[src/rtl/mips_mc_control_if.sv]
// Memory request/ready handshake between the multi-cycle control unit and
// the unified instruction/data memory.
interface mips_mc_control_if;
  logic mem_req;
  logic mem_we;
  logic i_or_d;
  logic mem_ready;

  modport master (output mem_req, output mem_we, output i_or_d, input mem_ready);
  modport slave  (input mem_req, input mem_we, input i_or_d, output mem_ready);
endinterface

[src/rtl/mips_mc_control.sv]
// Multi-cycle MIPS control FSM: sequences fetch/decode/execute/memory/write-back,
// drives datapath selects, ALU control code and the memory handshake.
module mips_mc_control (
  input  logic                      clk,
  input  logic                      rst_n,
  input  logic [31:0]               instr,
  input  logic                      zout,
  mips_mc_control_if.master         mem,
  output logic                      ir_write,
  output logic                      pc_write,
  output logic                      reg_write,
  output logic                      reg_dst,
  output logic                      mem_to_reg,
  output logic                      alu_src_a,
  output logic [1:0]                alu_src_b,
  output logic [1:0]                pc_source,
  output logic [3:0]                alu_control,
  output logic                      illegal
);

  typedef enum logic [3:0] {
    S_IDLE, S_FETCH, S_DECODE, S_EXEC_R, S_WB_R, S_EXEC_I, S_WB_I,
    S_MEM_ADDR, S_MEM_RD, S_WB_MEM, S_MEM_WR, S_BRANCH, S_JUMP, S_HALT
  } state_t;

  localparam logic [5:0] OP_RTYPE  = 6'b000000;
  localparam logic [5:0] OP_REGIMM = 6'b000001;
  localparam logic [5:0] OP_J      = 6'b000010;
  localparam logic [5:0] OP_BEQ    = 6'b000100;
  localparam logic [5:0] OP_BGTZ   = 6'b000111;
  localparam logic [5:0] OP_ADDI   = 6'b001000;
  localparam logic [5:0] OP_SLTI   = 6'b001010;
  localparam logic [5:0] OP_LW     = 6'b100011;
  localparam logic [5:0] OP_SW     = 6'b101011;

  localparam logic [3:0] ALU_ADD  = 4'b0010;
  localparam logic [3:0] ALU_SUB  = 4'b0110;
  localparam logic [3:0] ALU_SLT  = 4'b0111;
  localparam logic [3:0] ALU_AND  = 4'b0000;
  localparam logic [3:0] ALU_OR   = 4'b0001;
  localparam logic [3:0] ALU_NOR  = 4'b0100;
  localparam logic [3:0] ALU_BGEZ = 4'b1001;
  localparam logic [3:0] ALU_BLTZ = 4'b1000;
  localparam logic [3:0] ALU_BGTZ = 4'b1100;

  state_t     state_q, state_d;
  logic       illegal_q, illegal_d;

  logic [5:0] opcode;
  logic [4:0] rt;
  logic [5:0] funct;
  logic       unused_instr_bits;

  assign opcode            = instr[31:26];
  assign rt                = instr[20:16];
  assign funct             = instr[5:0];
  assign unused_instr_bits = ^{instr[25:21], instr[15:6]};

  // Instruction decode: dispatch target plus the ALU code used by the execute-type state.
  state_t     dec_state;
  logic [3:0] r_alu;
  logic [3:0] i_alu;
  logic [3:0] br_alu;

  always_comb begin
    dec_state = S_HALT;
    r_alu     = ALU_AND;
    i_alu     = ALU_ADD;
    br_alu    = ALU_SUB;
    unique case (opcode)
      OP_RTYPE: begin
        dec_state = S_EXEC_R;
        case (funct)
          6'b100000: r_alu = ALU_ADD;
          6'b100010: r_alu = ALU_SUB;
          6'b100100: r_alu = ALU_AND;
          6'b100101: r_alu = ALU_OR;
          6'b100111: r_alu = ALU_NOR;
          6'b101010: r_alu = ALU_SLT;
          default:   dec_state = S_HALT;
        endcase
      end
      OP_LW, OP_SW:  dec_state = S_MEM_ADDR;
      OP_ADDI: begin
        dec_state = S_EXEC_I;
        i_alu     = ALU_ADD;
      end
      OP_SLTI: begin
        dec_state = S_EXEC_I;
        i_alu     = ALU_SLT;
      end
      OP_BEQ: begin
        dec_state = S_BRANCH;
        br_alu    = ALU_SUB;
      end
      OP_BGTZ: begin
        dec_state = S_BRANCH;
        br_alu    = ALU_BGTZ;
      end
      OP_REGIMM: begin
        if (rt == 5'b00001) begin
          dec_state = S_BRANCH;
          br_alu    = ALU_BGEZ;
        end else if (rt == 5'b00000) begin
          dec_state = S_BRANCH;
          br_alu    = ALU_BLTZ;
        end
      end
      OP_J:    dec_state = S_JUMP;
      default: dec_state = S_HALT;
    endcase
  end

  // Next state and Moore outputs; only FETCH (ir/pc write) and BRANCH (pc_write) look at inputs.
  always_comb begin
    state_d     = state_q;
    mem.mem_req = 1'b0;
    mem.mem_we  = 1'b0;
    mem.i_or_d  = 1'b0;
    ir_write    = 1'b0;
    pc_write    = 1'b0;
    reg_write   = 1'b0;
    reg_dst     = 1'b0;
    mem_to_reg  = 1'b0;
    alu_src_a   = 1'b0;
    alu_src_b   = 2'b00;
    pc_source   = 2'b00;
    alu_control = 4'b0000;
    unique case (state_q)
      S_IDLE: state_d = S_FETCH;
      S_FETCH: begin
        mem.mem_req = 1'b1;
        alu_src_b   = 2'b01;
        alu_control = ALU_ADD;
        if (mem.mem_ready) begin
          ir_write = 1'b1;
          pc_write = 1'b1;
          state_d  = S_DECODE;
        end
      end
      S_DECODE: begin
        alu_src_b   = 2'b11;
        alu_control = ALU_ADD;
        state_d     = dec_state;
      end
      S_EXEC_R: begin
        alu_src_a   = 1'b1;
        alu_control = r_alu;
        state_d     = S_WB_R;
      end
      S_WB_R: begin
        reg_write = 1'b1;
        reg_dst   = 1'b1;
        state_d   = S_FETCH;
      end
      S_EXEC_I: begin
        alu_src_a   = 1'b1;
        alu_src_b   = 2'b10;
        alu_control = i_alu;
        state_d     = S_WB_I;
      end
      S_WB_I: begin
        reg_write = 1'b1;
        state_d   = S_FETCH;
      end
      S_MEM_ADDR: begin
        alu_src_a   = 1'b1;
        alu_src_b   = 2'b10;
        alu_control = ALU_ADD;
        state_d     = (opcode == OP_LW) ? S_MEM_RD : S_MEM_WR;
      end
      S_MEM_RD: begin
        mem.mem_req = 1'b1;
        mem.i_or_d  = 1'b1;
        if (mem.mem_ready) state_d = S_WB_MEM;
      end
      S_WB_MEM: begin
        reg_write  = 1'b1;
        mem_to_reg = 1'b1;
        state_d    = S_FETCH;
      end
      S_MEM_WR: begin
        mem.mem_req = 1'b1;
        mem.mem_we  = 1'b1;
        mem.i_or_d  = 1'b1;
        if (mem.mem_ready) state_d = S_FETCH;
      end
      S_BRANCH: begin
        alu_src_a   = 1'b1;
        pc_source   = 2'b01;
        pc_write    = zout;
        alu_control = br_alu;
        state_d     = S_FETCH;
      end
      S_JUMP: begin
        pc_source = 2'b10;
        pc_write  = 1'b1;
        state_d   = S_FETCH;
      end
      S_HALT:  state_d = S_HALT;
      default: state_d = S_IDLE;
    endcase
  end

  assign illegal_d = illegal_q | (state_d == S_HALT);
  assign illegal   = illegal_q;

  always_ff @(posedge clk or negedge rst_n) begin
    if (!rst_n) begin
      state_q   <= S_IDLE;
      illegal_q <= 1'b0;
    end else begin
      state_q   <= state_d;
      illegal_q <= illegal_d;
    end
  end

endmodule

[src/flat_wrapper.sv]
// flat-port wrapper written by rule: the top's interface ports become plain ports
module mips_mc_control_flat 
  (clk, rst_n, instr, zout, ir_write, pc_write, reg_write, reg_dst, mem_to_reg, alu_src_a, alu_src_b, pc_source, alu_control, illegal, mem_mem_req, mem_mem_we, mem_i_or_d, mem_mem_ready);
  mips_mc_control_if mem_i ();
  input  logic clk;
  input  logic rst_n;
  input  logic [31:0] instr;
  input  logic zout;
  output logic ir_write;
  output logic pc_write;
  output logic reg_write;
  output logic reg_dst;
  output logic mem_to_reg;
  output logic alu_src_a;
  output logic [1:0] alu_src_b;
  output logic [1:0] pc_source;
  output logic [3:0] alu_control;
  output logic illegal;
  output wire logic [$bits(mem_i.mem_req)-1:0] mem_mem_req;
  output wire logic [$bits(mem_i.mem_we)-1:0] mem_mem_we;
  output wire logic [$bits(mem_i.i_or_d)-1:0] mem_i_or_d;
  input wire logic [$bits(mem_i.mem_ready)-1:0] mem_mem_ready;
  assign mem_mem_req = mem_i.mem_req;
  assign mem_mem_we = mem_i.mem_we;
  assign mem_i_or_d = mem_i.i_or_d;
  assign mem_i.mem_ready = mem_mem_ready;
  mips_mc_control u_core (.clk(clk), .rst_n(rst_n), .instr(instr), .zout(zout), .mem(mem_i), .ir_write(ir_write), .pc_write(pc_write), .reg_write(reg_write), .reg_dst(reg_dst), .mem_to_reg(mem_to_reg), .alu_src_a(alu_src_a), .alu_src_b(alu_src_b), .pc_source(pc_source), .alu_control(alu_control), .illegal(illegal));
endmodule
[config.mk]
export PLATFORM = sky130hd
export DESIGN_NAME = mips_mc_control_flat
export DESIGN_NICKNAME = d
export VERILOG_FILES = /design/src/rtl/mips_mc_control_if.sv /design/src/rtl/mips_mc_control.sv /design/src/flat_wrapper.sv
export SDC_FILE = /design/constraint.sdc
export NUM_CORES = 1
export LEC_CHECK = 0
export CELL_PAD_IN_SITES_DETAIL_PLACEMENT = 0
export CELL_PAD_IN_SITES_GLOBAL_PLACEMENT = 2
export CORE_AREA = 2 2 71 73
export DETAILED_ROUTE_END_ITERATION = 8
export DIE_AREA = 0 0 73 75
export HOLD_SLACK_MARGIN = 0.06
export PLACE_DENSITY_LB_ADDON = 0.3
export SLEW_MARGIN = 20
export SYNTH_ARGS = -nofsm -noshare
export SYNTH_HDL_FRONTEND = slang
export SYNTH_SLANG_ARGS = --single-unit
[constraint.sdc]
create_clock -name clk -period 3.05 [get_ports clk]
set_input_delay 0.61 -clock clk [delete_from_list [all_inputs] [get_ports clk]]
set_output_delay 0.61 -clock clk [all_outputs]
set_load 0.05 [all_outputs]
# --- Yosys cells after proc, flatten, opt, wreduce, memory -nomap -nowiden ---
# Cells that the tools add are included.
totals:
  regBits: 5
  inputBits: 36
  elab_cells: 74
classes:
  n_eq_ne: 29
  n_mux: 28
  n_bitwise: 1
  reduce_logical: 14
op_table:
  columns: ["op", "n"]
  rows:
  - ["$eq A6 B6 Y1 const B", 8]
  - ["$pmux W4 S9", 1]
  - ["$eq A4 B4 Y1 const B", 7]
  - ["$mux W4", 7]
  - ["$pmux W4 S6", 1]
  - ["$eq A4 B3 Y1 const B", 4]
  - ["$pmux W4 S4", 1]
  - ["$pmux W3 S5", 1]
  - ["$eq A6 B3 Y1 const B", 2]
  - ["$eq A6 B4 Y1 const B", 2]
  - ["$reduce_or A6 Y1", 2]
  - ["$reduce_or A2 Y1", 5]
  - ["$mux W1", 9]
  - ["$mux W3", 3]
  - ["$reduce_or A3 Y1", 3]
  - ["$eq A4 B2 Y1 const B", 2]
  - ["$pmux W4 S2", 1]
  - ["$eq A6 B1 Y1 const B", 1]
  - ["$eq A6 B2 Y1 const B", 1]
  - ["$logic_not A6 Y1", 1]
  - ["$pmux W2 S3", 1]
  - ["$eq A5 B1 Y1 const B", 1]
  - ["$logic_not A5 Y1", 1]
  - ["$eq A4 B1 Y1 const B", 1]
  - ["6 further kinds", 6]

# --- Longest topological paths before layout ---
# Gate-level depths: netlist of the first run.
depth:
  ltp_word: 7
  ltp_mapped: 7
  ltp_nobuf: 6

# --- Worst setup path before layout of the first run ---
# Ideal clock, no wire load.
synth_path:
  path_type: "register to output"
  start: "reg u_core.state_q[3]"
  end: "out pc_write"
  arrival_time_ns: 2.882
  setup_slack_ns: -0.442
  stages_incl_launch_ff: 4
  path_buffers: 1
  path_cell_list: "dfrtp_1 > clkbuf_1 > nor4b_1 > a211o_1"
synth_between:
  elab_chain_len: 2
  elab_cells_between_ends: 4
  cone_classes: "eq/ne: 3; mux: 1"
synth_rtl:
  columns: ["item", "line", "text"]
  rows:
  - ["start, declared", "mips_mc_control.sv:46", "state_t state_q, state_d;"]
  - ["start signal, assigned", "mips_mc_control.sv:213", "state_q <= state_d;"]
  - ["$eq A4 B4 Y1 or $eq A4 B1 Y1 (tied branches)", "mips_mc_control.sv:129", "unique case (state_q)"]
  - ["$pmux W1 S3 (*)", "mips_mc_control.sv:129", null]
  - ["end, declared", "flat_wrapper.sv:10", "output logic pc_write;"]
# Mark *: on every way between the ends. The rest lies on a longest branch, timed or not.

# --- Worst setup path after layout of the first run ---
layout_path:
  start: "in instr[27]"
  end: "out alu_control[0]"
layout_between:
  elab_chain_len: 3
  elab_cells_between_ends: 8
  cone_classes: "eq/ne: 3; mux: 4; reduce/logical: 1"
layout_rtl:
  columns: ["item", "line", "text"]
  rows:
  - ["start, declared", "flat_wrapper.sv:7", "input logic [31:0] instr;"]
  - ["$eq A6 B1 Y1 (tied with other cells)", "mips_mc_control.sv:70", "unique case (opcode)"]
  - ["$pmux W4 S2 or $mux W3 (tied branches)", "mips_mc_control.sv:70", null]
  - ["$pmux W4 S4 (*)", "mips_mc_control.sv:129", null]
  - ["end, declared", "flat_wrapper.sv:17", "output logic [3:0] alu_control;"]
# Marks and branches as above.

==> results of run 1 <==
## metrics by stage
step | hold WS (ns) | worst slack, ns | util (%) | instances | power [mW]
floorplan | 0.314 | 0.0716 | - | 121 | 0.727
global placement | 0.461 | 0.00306 | 29.6 | 220 | 1.05
detailed placement | 0.459 | 0.0450 | 29.6 | 220 | 1.05
CTS | 0.466 | 0.0428 | 30.6 | 224 | 1.18
global route | 0.510 | 0.0126 | 31.0 | 224 | 1.25
finish | 0.462 | 0.128 | 31.0 | 224 | 1.17
## layout by cell type, fill, tap and decap left out, types with 2 or more instances in the layout
cell	n
nor3_2	2
dfrtp_1	5
nor3_1	9
o21ai_1	5
o22ai_1	2
buf_4	15
or3_1	2
nor2_1	19
clkbuf_8	3
clkdlybuf4s50_1	32
nor3b_1	2
nand2_1	10
a31oi_1	3
a21oi_1	4
nand2b_1	7
and3_1	3
o211ai_1	3
o21ai_0	6
nand3_1	4
xnor2_1	3
buf_12	5
## kinds of logic (layout without fill, tap and decap cells)
| group | count (synthesis) | after routing | share of synthesized area, % |
|---|---|---|---|
| buffers and inverters | 9 | 58 | 5.40 |
| AOI/OAI and AO/OA | 34 | 34 | 30.1 |
| DFF | 5 | 5 | 15.4 |
| and+or+nand+nor | 68 | 68 | 43.4 |
| muxes | 1 | 1 | 1.39 |
| xor gates and xnor gates | 4 | 4 | 4.32 |
## how the worst max path moves through the flow
stage | startpoint | endpoint | cells after the start
6_report | instr[27] | alu_control[0] | 6
4_1_cts | instr[26] | alu_control[0] | 6
3_3_place_gp | instr[26] | alu_control[1] | 6
2_1_floorplan | instr[26] | alu_control[0] | 5
5_1_grt | instr[18] | alu_control[1] | 8
3_5_place_dp | instr[26] | alu_control[1] | 6
## routing by layer
layer	track usage, %	vias up
met5	0	-
met4	2.47	0
met3	1.20	2
met2	18.4	35
met1	14.0	487
li1	-	548
## registers in the layout (all words and copies together), names as in the netlist
signal,count
u_core.state_q,4
u_core.illegal,1
## worst max-delay path, cell delays in order
cell	delay (ns)
clkdlybuf4s50_1	0.48
nor3_1	0.21
nand2_1	0.11
or3_1	0.43
o211ai_1	0.29
buf_12	0.18
## final cells by class
class	count	area [sq um]
timing repair buffer	52	533
multi-input combinational	107	664
sequential	5	125
inverter	2	7.51
fill	502	3220
tap	54	67.6
clock buffer	4	45.0
## report_power, final
group          switching (mW)  total, mW  internal, mW  leakage [nW]
combinational           0.537      0.884         0.347         0.453
clock                  0.0309      0.120        0.0896        0.0228
sequential             0.0653      0.162        0.0965        0.0599
==> impl_metrics.ini, run 1 <==
[place]
dpl.hpwl_mm = 2.33
globalplace.congestion = 0.718
postPlaceCellArea_sq_mm = 0.00138
portBuffers = 38

[clock_tree]
cts.path.max_buffers = 2
htree_levels = 1
cts_root_buf = clkbuf_8
post-cts-setup-buffers = 0
clk_pin_slew_ns = 0.03
cts_inserted_buffers = 3
hold_buffers = 0
cts_sinks = 5
cts_tree = yes
cts_resized = 0
clock_latency_ns = 0.22

[min_path]
hp-class = reg2reg
min_path_cells = 1
min_to = u_core.illegal$_DFF_PN0_
hp-start = u_core.illegal$_DFF_PN0_

[job]
drv_cap = 0

[setup_path]
r2r_end = u_core.illegal$_DFF_PN0_
end_kind = primary output
start_kind = input port
required_ns = 2.44
crit_arrival_ns = 2.31
r2r-start = u_core.state_q[3]$_DFF_PN0_
reg2reg_depth = 6
reg2reg_slack_ns = 1.22
critical_path_class = in2out
cp_max_fo = 5

[power]
p_leak_nw = 0.536
power.density_mw_per_mm2 = 809
peakVddDrop_uv = 285

[global_route]
grt_pass1_wl_mm = 4.68
grt_pass1_vias = 1042
grt-ovfl-total = 0
grt_usage_pct = 10.6
antenna_found_initial = 0
grt_start_max_net_pins = 17

[layout]
n_antenna_cell = 0
area_delta_synth_final_pct = 77.9
finalInstanceArea_sq_mm = 0.00144
nets = 207
drive_gt1_share_pct = 20.0

[route]
drc = 0
routed-wl-met3_um = 127
wire_per_inst_um = 12.2
vias_per_cell = 4.79
dr.pass1.iters = 4
vias = 1072
wl_met1_mm = 1.28
route.met2.wl_mm = 1.31
ant_nets = 0
highest_layer = met4
drtIter0Drc = 40
routed_wl_mm = 2.74

[yosys]
synth.area.top_cells = dfrtp_1 15%, nor2_1 8.8%, nor3_1 6.8%
synth_edf_count = 0
synth_cell_type_count = 42
synth.most_common_cell = nor2_1
synthArstFlopShare_pct = 100
synthFlopType = dfrtp_1
yosysSeqAreaShare_pct = 15.4
syn-cell-area_sq_um = 811
synth.avg_cell_area_sq_um = 6.70
yosysTopAreaCell = dfrtp_1
yosysTopAreaCellShare_pct = 15.4
synth_warnings = 0
synth-seq-cells = 5
syn_nets = 157
synthCells = 121
synth_common_cells = 19 x nor2_1, 11 x nor3_1, 10 x nand2_1

[sta]
max_freq_ghz = 0.342
max_slew.worst_pin.slew_ns = 0.502
slew_headroom_pct = 66.4
tns_ns = 0
fin_crit_sh_pct = 95.8
hold_viol = 0
grt_setup_unrepaired = no
slew_violations = 0
min_period_ns = 2.92
finClkSkew_ns = 0.00248
setup_violations = 0

[floorplan]
num_rows = 25
die_x_um = 73
io_pins = 54
initial_core_util_pct = 17.4
dieArea_sq_mm = 0.00548
die_h_um = 75
core_sq_mm = 0.00466

[run_status]
status = completed
Note: power is estimated with default switching activity, not from simulation.
==> run 2, diff against run 1 <==
--- a/config.mk
+++ b/config.mk
@@ -12,6 +12,7 @@
 export DIE_AREA = 0 0 73 75
 export HOLD_SLACK_MARGIN = 0.06
 export PLACE_DENSITY_LB_ADDON = 0.3
+export SKIP_LAST_GASP = 1
 export SLEW_MARGIN = 20
 export SYNTH_ARGS = -nofsm -noshare
 export SYNTH_HDL_FRONTEND = slang
==> results of run 2 <==
No change in the layout: final DEF, timing and power equal those of run 1.
==> run 3, diff against run 2 <==
--- a/config.mk
+++ b/config.mk
@@ -12,6 +12,7 @@
 export DIE_AREA = 0 0 73 75
 export HOLD_SLACK_MARGIN = 0.06
 export PLACE_DENSITY_LB_ADDON = 0.3
+export SETUP_SLACK_MARGIN = 0.02
 export SKIP_LAST_GASP = 1
 export SLEW_MARGIN = 20
 export SYNTH_ARGS = -nofsm -noshare
==> run 3 against run 2 <==
Flip-flop and latch count unchanged. Register-to-register slack barely moved. Critical path depth stayed put. Maximum frequency about the same. Global-route usage is the same. Highest routed layer unchanged.
==> impl_metrics.ini, run 3 (synthesis gave the netlist of run 1 again) <==
[run_status]
status = completed

[global_route]
grt_start_max_net_pins = 17
grt-ovfl-total = 0
grt_pass1_vias = 1042
grt_usage_pct = 10.6
grt_pass1_wl_mm = 4.68
antenna_found_initial = 0

[power]
p_leak_nw = 0.536
pwr-share-clk_pct = 10.3
pwr-share-comb_pct = 75.8
swShare_pct = 54.3
peakVddDrop_uv = 285
power.density_mw_per_mm2 = 809
switchingPower_mw = 0.634
power_mw = 1.17
p_seq_share_pct = 13.9
p_int_mw = 0.533

[sta]
finClkSkew_ns = 0.00248
fin_crit_sh_pct = 95.9
tns_ns = 0
max_freq_ghz = 0.342
slew_headroom_pct = 66.4
min_period_ns = 2.92
setup_violations = 0
hold_slack_ns = 0.462
grt_setup_unrepaired = no
slew_violations = 0
hold_viol = 0
max_slew.worst_pin.slew_ns = 0.502

[floorplan]
num_rows = 25
core_sq_mm = 0.00466
io_pins = 54
die_x_um = 73
die_h_um = 75
initial_core_util_pct = 17.4
dieArea_sq_mm = 0.00548

[setup_path]
crit_path_start = instr[27]
reg2reg_depth = 6
crit_arrival_ns = 2.31
start_kind = input port
r2r_end = u_core.illegal$_DFF_PN0_
reg2reg_slack_ns = 1.22
cp_max_fo = 5
r2r-start = u_core.state_q[3]$_DFF_PN0_
critical_path_class = in2out
required_ns = 2.44
end_kind = primary output

[clock_tree]
cts_root_buf = clkbuf_8
clk_pin_slew_ns = 0.03
cts.path.max_buffers = 2
cts_inserted_buffers = 3
hold_buffers = 0
cts_sinks = 5
cts_tree = yes
clock_latency_ns = 0.22
htree_levels = 1

[layout]
n_antenna_cell = 0
max_flop_register = u_core.state_q
nets = 207
layout_commonest_cell = clkdlybuf4s50_1
final_cells = 224
final_cell_mix = 32 x clkdlybuf4s50_1, 19 x nor2_1, 15 x buf_4
area_delta_synth_final_pct = 77.9
largest_register_ffs = 4
final_core_util_pct = 31.0
drive_gt1_share_pct = 20.0

[place]
globalplace.congestion = 0.718
dp_cells = 220
dpl.hpwl_mm = 2.33
portBuffers = 38

[min_path]
min_to = u_core.illegal$_DFF_PN0_
min_path_cells = 1
hp-start = u_core.illegal$_DFF_PN0_
hp-class = reg2reg

[route]
drc = 0
drtIter0Drc = 40
vias_per_cell = 4.77
routed_wl_mm = 2.73
dr.pass1.iters = 4
wire_per_inst_um = 12.2
ant_nets = 0
vias = 1069

[job]
drv_cap = 0
-- run 3: cell counts in the layout (fill, tap and decap cells not counted) --
Identical to the previous run, type by type.
-- run 3: critical path, cell delays in order --
cell and delay, ns:
clkdlybuf4s50_1 0.48, nor3_1 0.21, nand2_1 0.11, or3_1 0.43, o211ai_1 0.29, buf_12 0.18
-- run 3: worst max path at each step --
stage,to,cells past startpoint
2_1_floorplan,alu_control[0],5
3_3_place_gp,alu_control[1],6
3_5_place_dp,alu_control[1],6
4_1_cts,alu_control[0],6
5_1_grt,alu_control[1],6
6_report,alu_control[0],6
-- run 3: final cells by class --
cell class                      count  area [sq um]
Sequential cell                     5           125
Fill cell                         502          3220
Timing Repair Buffer               52           533
Multi-Input combinational cell    107           664
Tap cell                           54          67.6
Clock buffer                        4          45.0
Inverter                            2          7.51
-- run 3: metrics by stage --
stage | setup slack, ns | area, sq um
4_1_cts | 0.0428 | 1430
3_3_place_gp | 0.00306 | 1380
2_1_floorplan | 0.0716 | 817
3_5_place_dp | 0.0450 | 1380
6_report | 0.126 | 1440
5_1_grt | 0.0351 | 1440
-- run 3: per-layer routing --
layer | routed length, um | up-vias | global-route usage [%]
met2 | 1310 | 35 | 18.4
met1 | 1280 | 484 | 14.0
met3 | 127 | 2 | 1.20
li1 | - | 548 | -
met5 | 0 | - | 0
met4 | 14 | 0 | 2.47
-- run 3: power by group through the flow --
| stage | Clock, mW | Sequential, mW | Combinational, mW |
|---|---|---|---|
| after floorplan | 0 | 0.147 | 0.580 |
| after global placement | 0 | 0.164 | 0.884 |
| after detailed placement | 0 | 0.163 | 0.889 |
| after CTS | 0.125 | 0.163 | 0.891 |
| after global routing | 0.130 | 0.171 | 0.946 |
| final | 0.120 | 0.162 | 0.884 |
-- run 3: what timing repair did --
item | 4_1_cts | 5_1_grt
setup endpoints to repair | 0 | 3
resized for setup | 0 | 3
hold endpoints to repair | 0 | 0
setup buffers | 0 | 0
